## src/rtl/line_clear_ctrl_if.sv

```systemverilog
// Board-access and control bundle for line_clear_ctrl.
// master: the clear controller (drives board addresses/writes, status).
// slave : the environment (issues start, serves board reads).
interface line_clear_ctrl_if;
  logic       start;
  logic       board_rdata;
  logic [3:0] board_rx;
  logic [4:0] board_ry;
  logic       board_we;
  logic [3:0] board_wx;
  logic [4:0] board_wy;
  logic       board_wdata;
  logic       busy;
  logic       done;
  logic [4:0] lines_cleared;
  logic [7:0] score;

  modport master (
    input  start, board_rdata,
    output board_rx, board_ry, board_we, board_wx, board_wy, board_wdata,
    output busy, done, lines_cleared, score
  );

  modport slave (
    output start, board_rdata,
    input  board_rx, board_ry, board_we, board_wx, board_wy, board_wdata,
    input  busy, done, lines_cleared, score
  );
endinterface

```

## src/rtl/line_clear_ctrl.sv

```systemverilog
// Line-clear controller for a 10x20 board (row 19 at the bottom).
// Scans rows bottom-up, drops full rows by copying the remaining rows down,
// then zero-fills the vacated rows at the top.
// Optional macro LINE_CLEAR_SCORE_EN adds a saturating 8-bit score accumulator;
// without it score is tied to 0.
//
// state  | meaning
// -------+-------------------------------------------------------------
// IDLE   | waiting for start
// SCAN   | reading row src one cell per cycle, AND-accumulating occupancy
// COPY   | copying row src onto row dst, one cell per cycle
// FILL   | writing 0 to rows cnt-1 .. 0, pointer held in dst
// DONE   | one-cycle completion pulse
module line_clear_ctrl (
  input  logic              CLOCK_50,
  input  logic              reset,
  line_clear_ctrl_if.master bus
);

  localparam logic [2:0] S_IDLE = 3'd0;
  localparam logic [2:0] S_SCAN = 3'd1;
  localparam logic [2:0] S_COPY = 3'd2;
  localparam logic [2:0] S_FILL = 3'd3;
  localparam logic [2:0] S_DONE = 3'd4;

  localparam logic [3:0] COL_LAST = 4'd9;
  localparam logic [4:0] ROW_LAST = 5'd19;
  localparam logic [4:0] CNT_MAX  = 5'd20;

  logic [2:0] state_q, state_d;
  logic [4:0] src_q, src_d;
  logic [4:0] dst_q, dst_d;
  logic [4:0] cnt_q, cnt_d;
  logic [3:0] col_q, col_d;
  logic       full_q, full_d;

  logic       col_end;
  logic       row_full;
  logic [4:0] cnt_inc;
  logic       in_scan, in_copy, in_fill;

  assign col_end  = (col_q == COL_LAST);
  // Column 0 starts a fresh AND so the previous row's result never leaks in.
  assign row_full = ((col_q == 4'd0) ? 1'b1 : full_q) & bus.board_rdata;
  assign cnt_inc  = (cnt_q == CNT_MAX) ? cnt_q : cnt_q + 5'd1;

  // Next-state and pointer update for the clear pass.
  always_comb begin
    state_d = state_q;
    src_d   = src_q;
    dst_d   = dst_q;
    cnt_d   = cnt_q;
    col_d   = col_q;
    full_d  = full_q;
    case (state_q)
      S_IDLE: begin
        if (bus.start) begin
          state_d = S_SCAN;
          src_d   = ROW_LAST;
          dst_d   = ROW_LAST;
          cnt_d   = 5'd0;
          col_d   = 4'd0;
          full_d  = 1'b1;
        end
      end
      S_SCAN: begin
        full_d = row_full;
        col_d  = col_q + 4'd1;
        if (col_end) begin
          col_d = 4'd0;
          if (row_full || (src_q == dst_q)) begin
            if (row_full) cnt_d = cnt_inc;
            else          dst_d = dst_q - 5'd1;
            src_d = src_q - 5'd1;
            if (src_q == 5'd0) begin
              // Last row handled: dst becomes the fill pointer (top cnt rows).
              state_d = (cnt_d != 5'd0) ? S_FILL : S_DONE;
              src_d   = 5'd0;
              dst_d   = (cnt_d != 5'd0) ? cnt_d - 5'd1 : 5'd0;
            end
          end else begin
            state_d = S_COPY;
          end
        end
      end
      S_COPY: begin
        col_d = col_q + 4'd1;
        if (col_end) begin
          col_d   = 4'd0;
          src_d   = src_q - 5'd1;
          dst_d   = dst_q - 5'd1;
          state_d = S_SCAN;
          if (src_q == 5'd0) begin
            state_d = (cnt_q != 5'd0) ? S_FILL : S_DONE;
            src_d   = 5'd0;
            dst_d   = (cnt_q != 5'd0) ? cnt_q - 5'd1 : 5'd0;
          end
        end
      end
      S_FILL: begin
        col_d = col_q + 4'd1;
        if (col_end) begin
          col_d = 4'd0;
          if (dst_q == 5'd0) state_d = S_DONE;
          else               dst_d   = dst_q - 5'd1;
        end
      end
      S_DONE:  state_d = S_IDLE;
      default: state_d = S_IDLE;
    endcase
  end

  // State and pointer registers; reset aborts any pass in progress.
  always_ff @(posedge CLOCK_50 or posedge reset) begin
    if (reset) begin
      state_q <= S_IDLE;
      src_q   <= 5'd0;
      dst_q   <= 5'd0;
      cnt_q   <= 5'd0;
      col_q   <= 4'd0;
      full_q  <= 1'b0;
    end else begin
      state_q <= state_d;
      src_q   <= src_d;
      dst_q   <= dst_d;
      cnt_q   <= cnt_d;
      col_q   <= col_d;
      full_q  <= full_d;
    end
  end

  assign in_scan = (state_q == S_SCAN);
  assign in_copy = (state_q == S_COPY);
  assign in_fill = (state_q == S_FILL);

  // Outputs are decoded from state so reset silences the write port at once.
  assign bus.busy          = (state_q != S_IDLE);
  assign bus.done          = (state_q == S_DONE);
  assign bus.lines_cleared = cnt_q;
  assign bus.board_rx      = (in_scan || in_copy) ? col_q : 4'd0;
  assign bus.board_ry      = (in_scan || in_copy) ? src_q : 5'd0;
  assign bus.board_we      = in_copy || in_fill;
  assign bus.board_wx      = (in_copy || in_fill) ? col_q : 4'd0;
  assign bus.board_wy      = (in_copy || in_fill) ? dst_q : 5'd0;
  assign bus.board_wdata   = in_copy & bus.board_rdata;

`ifdef LINE_CLEAR_SCORE_EN
  logic [7:0] score_q;
  logic [8:0] score_sum;

  assign score_sum = {1'b0, score_q} + {4'd0, cnt_q};

  // Add the finished pass's line count once, in the DONE cycle, saturating.
  always_ff @(posedge CLOCK_50 or posedge reset) begin
    if (reset) begin
      score_q <= 8'd0;
    end else if (state_q == S_DONE) begin
      score_q <= score_sum[8] ? 8'hFF : score_sum[7:0];
    end
  end

  assign bus.score = score_q;
`else
  assign bus.score = 8'd0;
`endif

endmodule

```

## src/flat_wrapper.sv

```systemverilog
// flat-port wrapper written by rule: the top's interface ports become plain ports
module line_clear_ctrl_flat 
  (CLOCK_50, reset, bus_start, bus_board_rdata, bus_board_rx, bus_board_ry, bus_board_we, bus_board_wx, bus_board_wy, bus_board_wdata, bus_busy, bus_done, bus_lines_cleared, bus_score);
  line_clear_ctrl_if bus_i ();
  input  logic CLOCK_50;
  input  logic reset;
  input wire logic [$bits(bus_i.start)-1:0] bus_start;
  input wire logic [$bits(bus_i.board_rdata)-1:0] bus_board_rdata;
  output wire logic [$bits(bus_i.board_rx)-1:0] bus_board_rx;
  output wire logic [$bits(bus_i.board_ry)-1:0] bus_board_ry;
  output wire logic [$bits(bus_i.board_we)-1:0] bus_board_we;
  output wire logic [$bits(bus_i.board_wx)-1:0] bus_board_wx;
  output wire logic [$bits(bus_i.board_wy)-1:0] bus_board_wy;
  output wire logic [$bits(bus_i.board_wdata)-1:0] bus_board_wdata;
  output wire logic [$bits(bus_i.busy)-1:0] bus_busy;
  output wire logic [$bits(bus_i.done)-1:0] bus_done;
  output wire logic [$bits(bus_i.lines_cleared)-1:0] bus_lines_cleared;
  output wire logic [$bits(bus_i.score)-1:0] bus_score;
  assign bus_i.start = bus_start;
  assign bus_i.board_rdata = bus_board_rdata;
  assign bus_board_rx = bus_i.board_rx;
  assign bus_board_ry = bus_i.board_ry;
  assign bus_board_we = bus_i.board_we;
  assign bus_board_wx = bus_i.board_wx;
  assign bus_board_wy = bus_i.board_wy;
  assign bus_board_wdata = bus_i.board_wdata;
  assign bus_busy = bus_i.busy;
  assign bus_done = bus_i.done;
  assign bus_lines_cleared = bus_i.lines_cleared;
  assign bus_score = bus_i.score;
  line_clear_ctrl u_core (.CLOCK_50(CLOCK_50), .reset(reset), .bus(bus_i));
endmodule
```

## config.mk

```make
export PLATFORM = sky130hd
export DESIGN_NAME = line_clear_ctrl_flat
export DESIGN_NICKNAME = d
export VERILOG_FILES = /design/src/rtl/line_clear_ctrl_if.sv /design/src/rtl/line_clear_ctrl.sv /design/src/flat_wrapper.sv
export SDC_FILE = /design/constraint.sdc
export NUM_CORES = 1
export LEC_CHECK = 0
export ABC_AREA = 1
export CELL_PAD_IN_SITES_DETAIL_PLACEMENT = 0
export CELL_PAD_IN_SITES_GLOBAL_PLACEMENT = 2
export CORE_MARGIN = 4
export CORE_UTILIZATION = 33
export CTS_BUF_LIST = sky130_fd_sc_hd__clkbuf_8
export CTS_CLUSTER_SIZE = 20
export DETAILED_ROUTE_END_ITERATION = 7
export PLACE_DENSITY = 0.92
export SLEW_MARGIN = 20
export SYNTH_ARGS = -nofsm -noshare
export SYNTH_HDL_FRONTEND = slang
export SYNTH_SLANG_ARGS = --single-unit
```

## constraint.sdc

```tcl
create_clock -name CLOCK_50 -period 4.1 [get_ports CLOCK_50]
set_clock_uncertainty 0.2 [all_clocks]
set_input_delay 1.025 -clock CLOCK_50 [delete_from_list [all_inputs] [get_ports CLOCK_50]]
set_output_delay 1.025 -clock CLOCK_50 [all_outputs]
set_load 0.01 [all_outputs]
```

### After elaboration in Yosys (flattened, before gate mapping)

Cells that the tools add are included.

| cells by class | value |
|---|---|
| add/sub/neg operators | 6 |
| multiply operators | 0 |
| div/mod/pow operators | 0 |
| $lt $le $gt $ge | 0 |
| equality and inequality tests | 16 |
| shift-type cells | 0 |
| muxes and demuxes | 47 |
| bitwise operators | 2 |
| reduce and logical (&&, ||, !) cells | 21 |

Operators by type and width:

| cell | count |
|---|---|
| $mux W5 | 25 |
| $mux W3 | 10 |
| $pmux W5 S4 | 1 |
| $sub A5 B1 Y5 const B | 4 |
| $mux W4 | 4 |
| $pmux W5 S3 | 1 |
| $pmux W3 S4 | 1 |
| $logic_not A5 Y1 | 2 |
| $pmux W5 S2 | 1 |
| $reduce_bool A5 Y1 | 2 |
| $ne A2 B2 Y1 const B | 4 |
| $pmux W4 S2 | 1 |
| $reduce_and A8 Y1 | 1 |
| $eq A3 B2 Y1 const B | 2 |
| $ne A2 B1 Y1 const B | 3 |
| $ne A3 B3 Y1 const B | 2 |
| $reduce_and A6 Y1 | 1 |
| $reduce_bool A3 Y1 | 2 |
| $add A5 B1 Y5 const B | 1 |
| $eq A5 B5 Y1 | 1 |
| $eq A5 B5 Y1 const B | 1 |
| $reduce_and A5 Y1 | 1 |
| $add A4 B1 Y4 const B | 1 |
| $eq A4 B4 Y1 const B | 1 |
| 13 further kinds | 19 |

| storage, ports and cells | value |
|---|---|
| bits in registers | 23 |
| bits in latches | 0 |
| RAM bits | 0 |
| ROM bits | 0 |
| word-level logic and storage cells | 98 |
| memories | 0 |

### Depth between registers and ports, before layout

| logic depth | value |
|---|---|
| depth after elaboration | 13 |
| gate-level depth with buffers | 18 |
| depth with buffers taken out | 18 |

### Least setup slack after synthesis

Ideal clock, no wire load.

| timing | value |
|---|---|
| path kind | reg-to-output |
| from | register u_core.state_q[2] |
| to | output bus_board_rx[0] |
| arrival | 1273 ps |
| required time | 2875 ps |
| setup slack | 1602 ps |
| stages on the path, launching flop included | 6 |
| cell sequence | dfrtp_1 -> nor3_4 -> inv_2 -> nand2_1 -> inv_2 -> nor2_1 |

| between the ends | value |
|---|---|
| cells in the longest elaborated chain, start to end | 3 |
| elaborated cells on any way between the ends | 4 |
| those cells by class | eq/ne: 2; mux: 1; reduce/logical: 1 |

RTL lines:

| what | RTL line | RTL |
|---|---|---|
| start, declared | line_clear_ctrl.sv:30 | `logic [2:0] state_q, state_d;` |
| start signal, assigned | line_clear_ctrl.sv:123 | `state_q <= state_d;` |
| $eq A3 B1 Y1 or $eq A3 B2 Y1 (tied branches) | line_clear_ctrl.sv:132, line_clear_ctrl.sv:133 |  |
| $logic_or A1 B1 Y1 * | line_clear_ctrl.sv:140 | `assign bus.board_rx = (in_scan \|\| in_copy) ? col_q : 4'd0;` |
| $mux W4 * | line_clear_ctrl.sv:140 |  |
| end, declared | flat_wrapper.sv:9 | `output wire logic [$bits(bus_i.board_rx)-1:0] bus_board_rx;` |

Mark *: on every way between the ends. The rest lies on a longest branch, timed or not.

### Final worst setup path

| timing | value |
|---|---|
| from | input bus_board_rdata |
| to | output bus_board_wdata |

| between the ends | value |
|---|---|
| cells in the longest elaborated chain, start to end | 1 |

RTL lines:

| what | RTL line | RTL |
|---|---|---|
| start, declared | flat_wrapper.sv:8 | `input wire logic [$bits(bus_i.board_rdata)-1:0] bus_board_rdata;` |
| $and A1 B1 Y1 | line_clear_ctrl.sv:145 | `assign bus.board_wdata = in_copy & bus.board_rdata;` |
| end, declared | flat_wrapper.sv:14 | `output wire logic [$bits(bus_i.board_wdata)-1:0] bus_board_wdata;` |

Every way passes these cells.

==> flow_metrics.env <==
export IMPL_ys_ff_latch=23
export IMPL_yosysSeqAreaShare_pct=26.1
export IMPL_grt_max_degree=24
export IMPL_worstSetupPathType="input port to output port"
export IMPL_nets=361
export IMPL_status="complete, no violations"
export IMPL_grt_use_met1_pct=20.7
export IMPL_cp_max_fo=5
export IMPL_row_count=29
export IMPL_ir_drop_v=0.000368
export IMPL_place_ws_ns=0.570
export IMPL_first_iter_violations=101
export IMPL_initial_utilization_pct=34.3
export IMPL_htree_num_levels=1
export IMPL_final_util_pct=40.3
export IMPL_clock_latency_ns=0.27
export IMPL_hold_violations=0
export IMPL_hpwlAfterDp_microns=4560
export IMPL_grt_pass1_wl_microns=9530
export IMPL_finalCritPeriodShare_pct=86.0
export IMPL_cts_buffers=3
export IMPL_vias=2007
export IMPL_antenna_left=0
export IMPL_maxCapViolations=0
export IMPL_die_w_microns=89.8
export IMPL_grt_pass1_vias=1853
export IMPL_die_area_sq_um=8060
export IMPL_drc=0
export IMPL_async_flop_share_pct=100
export IMPL_clock_root_buffer="clkbuf_8"
export IMPL_final_min_clock_period_ns=3.53
export IMPL_cts_tree="done"
export IMPL_pwr_share_clk_pct=7.5
export IMPL_end_kind="output port"
export IMPL_fmax_mhz=284
export IMPL_synth_edf_count=0
export IMPL_wl_per_cell_microns=13.4
export IMPL_slowest_delay_ns=0.56
export IMPL_synth_top_area_share_pct=26.1
export IMPL_gp_congestion=0.784
export IMPL_numPortBuffers=30
export IMPL_cp_arrival_ns=2.30
export IMPL_core_area_sq_um=6420
export IMPL_syn_area_per_cell_sq_um=6.96
export IMPL_busiest_layer="met2"
export IMPL_setup_tns_ns=0
export IMPL_internal_power_mw=0.922
export IMPL_synth_top_area_cell="dfrtp_1"
export IMPL_routed_wirelength_microns=5700
export IMPL_slew_limit_headroom_pct=34.3
export IMPL_dr_pass1_iters=5
export IMPL_final_cells=424
export IMPL_cp_start_kind="input port"
export IMPL_grt_met2_usage_pct=22.6
export IMPL_ys_dominant_reg_cell="dfrtp_1"
export IMPL_path_clk_slew_ns=0.09
export IMPL_finalMaxSlewViolations=0
export IMPL_whs_ns=0.306
export IMPL_cellPowerDensity_nw_per_um2=760
export IMPL_path_common_cell="clkdlybuf4s50_1"
export IMPL_hp_class="register to register"
export IMPL_cp_required_ns=2.87
export IMPL_dp_cells=420
export IMPL_synthTopCellsByArea="dfrtp_1 26%, nand2_1 11%, nor2_1 7.3%"
export IMPL_path_depth=4
export IMPL_syn_area_sq_um=2210
export IMPL_antenna_cells=0
export IMPL_crit_chain="clkdlybuf4s50_1 -> inv_2 -> nor2_1 -> clkdlybuf4s50_1"
export IMPL_cellLeakagePower_nw=1.25
export IMPL_finalSetupViolCount=0
export IMPL_min_path_cells=2
export IMPL_ctsResizeCount=0
export IMPL_path_buf_inv=3
export IMPL_tightest_slew_ns=0.985
export IMPL_pin_count=39
export IMPL_placed_area_sq_um=2540
export IMPL_die_y_microns=89.8
export IMPL_rsz0062_at_grt="no"
export IMPL_critPathSlowestCell="clkdlybuf4s50_1"
export IMPL_power_frac_comb_pct=72.5
export IMPL_setup_ws_ns=0.575
export IMPL_post_cts_buffers=0
export IMPL_ys_warn_count=0
export IMPL_path_delay_family="buffers and inverters"
export IMPL_via_per_inst=4.73
export IMPL_netlist_cell_type_count=47
export IMPL_gr_usage_all_layers_pct=14.2
export IMPL_swShare_pct=53.1
export IMPL_finalPower_mw=1.97
export IMPL_drive_gt1_share_pct=15.3
export IMPL_clock_sinks=23
export IMPL_hold_buffers=0
export IMPL_r2r_cells=13
export IMPL_p_sw_mw=1.05
export IMPL_clk_path_buf_depth=2
export IMPL_use_met3_pct=2.34
export IMPL_syn_inst=317
export IMPL_grt_overflow=0
export IMPL_antenna_found_initial=0
export IMPL_p_seq_share_pct=20.0
export IMPL_fin_area_sq_um=2590
export IMPL_areaGrowthSynthToFinish_pct=17.4
[registers in the layout, indices dropped and copies added, names as in the netlist]
| register | count |
|---|---|
| u_core.bus.lines_cleared | 5 |
| u_core.src_q | 5 |
| u_core.col_q | 4 |
| u_core.dst_q | 5 |
| u_core.state_q | 3 |
| u_core.full_q | 1 |
[final cells by class]
cell class	count	area (sq um)
fillers	677	3830
multi-input cells	244	1390
flip-flops and latches	23	576
repair buffers	30	300
inverters	46	186
well taps	77	96.3
clock buffers	3	41.3
clock inverters	1	3.75
[power by group through the flow]
stage	clock, mW	sequential, mW	combinational, mW
2_1_floorplan	0	0.377	1.05
3_3_place_gp	0	0.396	1.43
3_5_place_dp	0	0.399	1.43
4_1_cts	0.152	0.394	1.44
5_1_grt	0.163	0.406	1.60
6_report	0.148	0.393	1.43
[worst reg2reg max path, delay by kind of cell (launching register included)]
family	cells	cell delay, ns
AO/OA/AOI/OAI	1	0.06
adder cells (fa/ha/maj)	1	0.19
buffers and inverters	4	0.61
flip-flops	1	0.41
AND/OR/NAND/NOR	7	0.92
[metal layers]
layer / vias to the layer above / part of all wire, %
met1: 901 / 52
li1: 1071 / -
met4: 0 / 0.47
met3: 2 / 2.8
met5: - / 0
met2: 33 / 45
[cells by family (layout without fill, tap and decap cells)]
kind of cell	count (synthesis)	count (layout)	share of synthesized area [%]
adders and majority gates	9	9	5.11
other	1	8	0.170
xor gates and xnor gates	11	11	4.37
DFF	23	23	26.1
and+or+nand+nor	168	168	38.4
AOI/OAI and AO/OA	48	48	13.6
buffers and inverters	57	80	12.3
[placed cells by master, fill, tap and decap left out, drive strengths merged]
master         instances
nand2                 77
nor2                  49
inv                   46
clkdlybuf4s50         30
dfrtp                 23
nand3                 22
o21ai                 21
a21oi                 13
ha                     9
nor3                   9
xor2                   8
conb                   8
o22ai                  6
xnor2                  3
clkbuf                 3
or2                    3
nor3b                  2
nand4                  2
o21bai                 2
nor4                   2
bufinv                 1
a31oi                  1
nand3b                 1
o21a                   1
and3                   1
o2111ai                1
o221ai                 1
a22oi                  1
o32ai                  1
[synth_stat cells (2+ instances only)]
cell,number
o21ai_1,6
nand3_4,3
o21bai_1,2
nor2_2,5
a21oi_2,4
nand4_1,2
nand2_4,2
nand2_2,8
o22ai_1,6
xnor2_1,3
nor2_1,43
nor3b_2,2
buf_4,9
xor2_1,8
a21oi_1,8
nor3_1,7
inv_1,29
ha_1,9
inv_2,16
dfrtp_1,23
nand2_1,66
o21ai_0,14
nand3_1,18
[worst paths after layout]
| check | from | end | slack, ns |
|---|---|---|---|
| setup / recovery | bus_board_rdata | bus_board_wdata | 0.57 |
| hold / removal | u_core.full_q | u_core.full_q | 0.31 |
| setup reg to reg | u_core.src_q[0] | u_core.dst_q[0] | 1.61 |
| hold reg to reg | u_core.full_q | u_core.full_q | 0.31 |
| max in group asynchronous | reset | u_core.col_q[1] | 2.03 |
| min in group asynchronous | reset | u_core.src_q[3] | 1.07 |
Power figures use the tool's default switching activity.
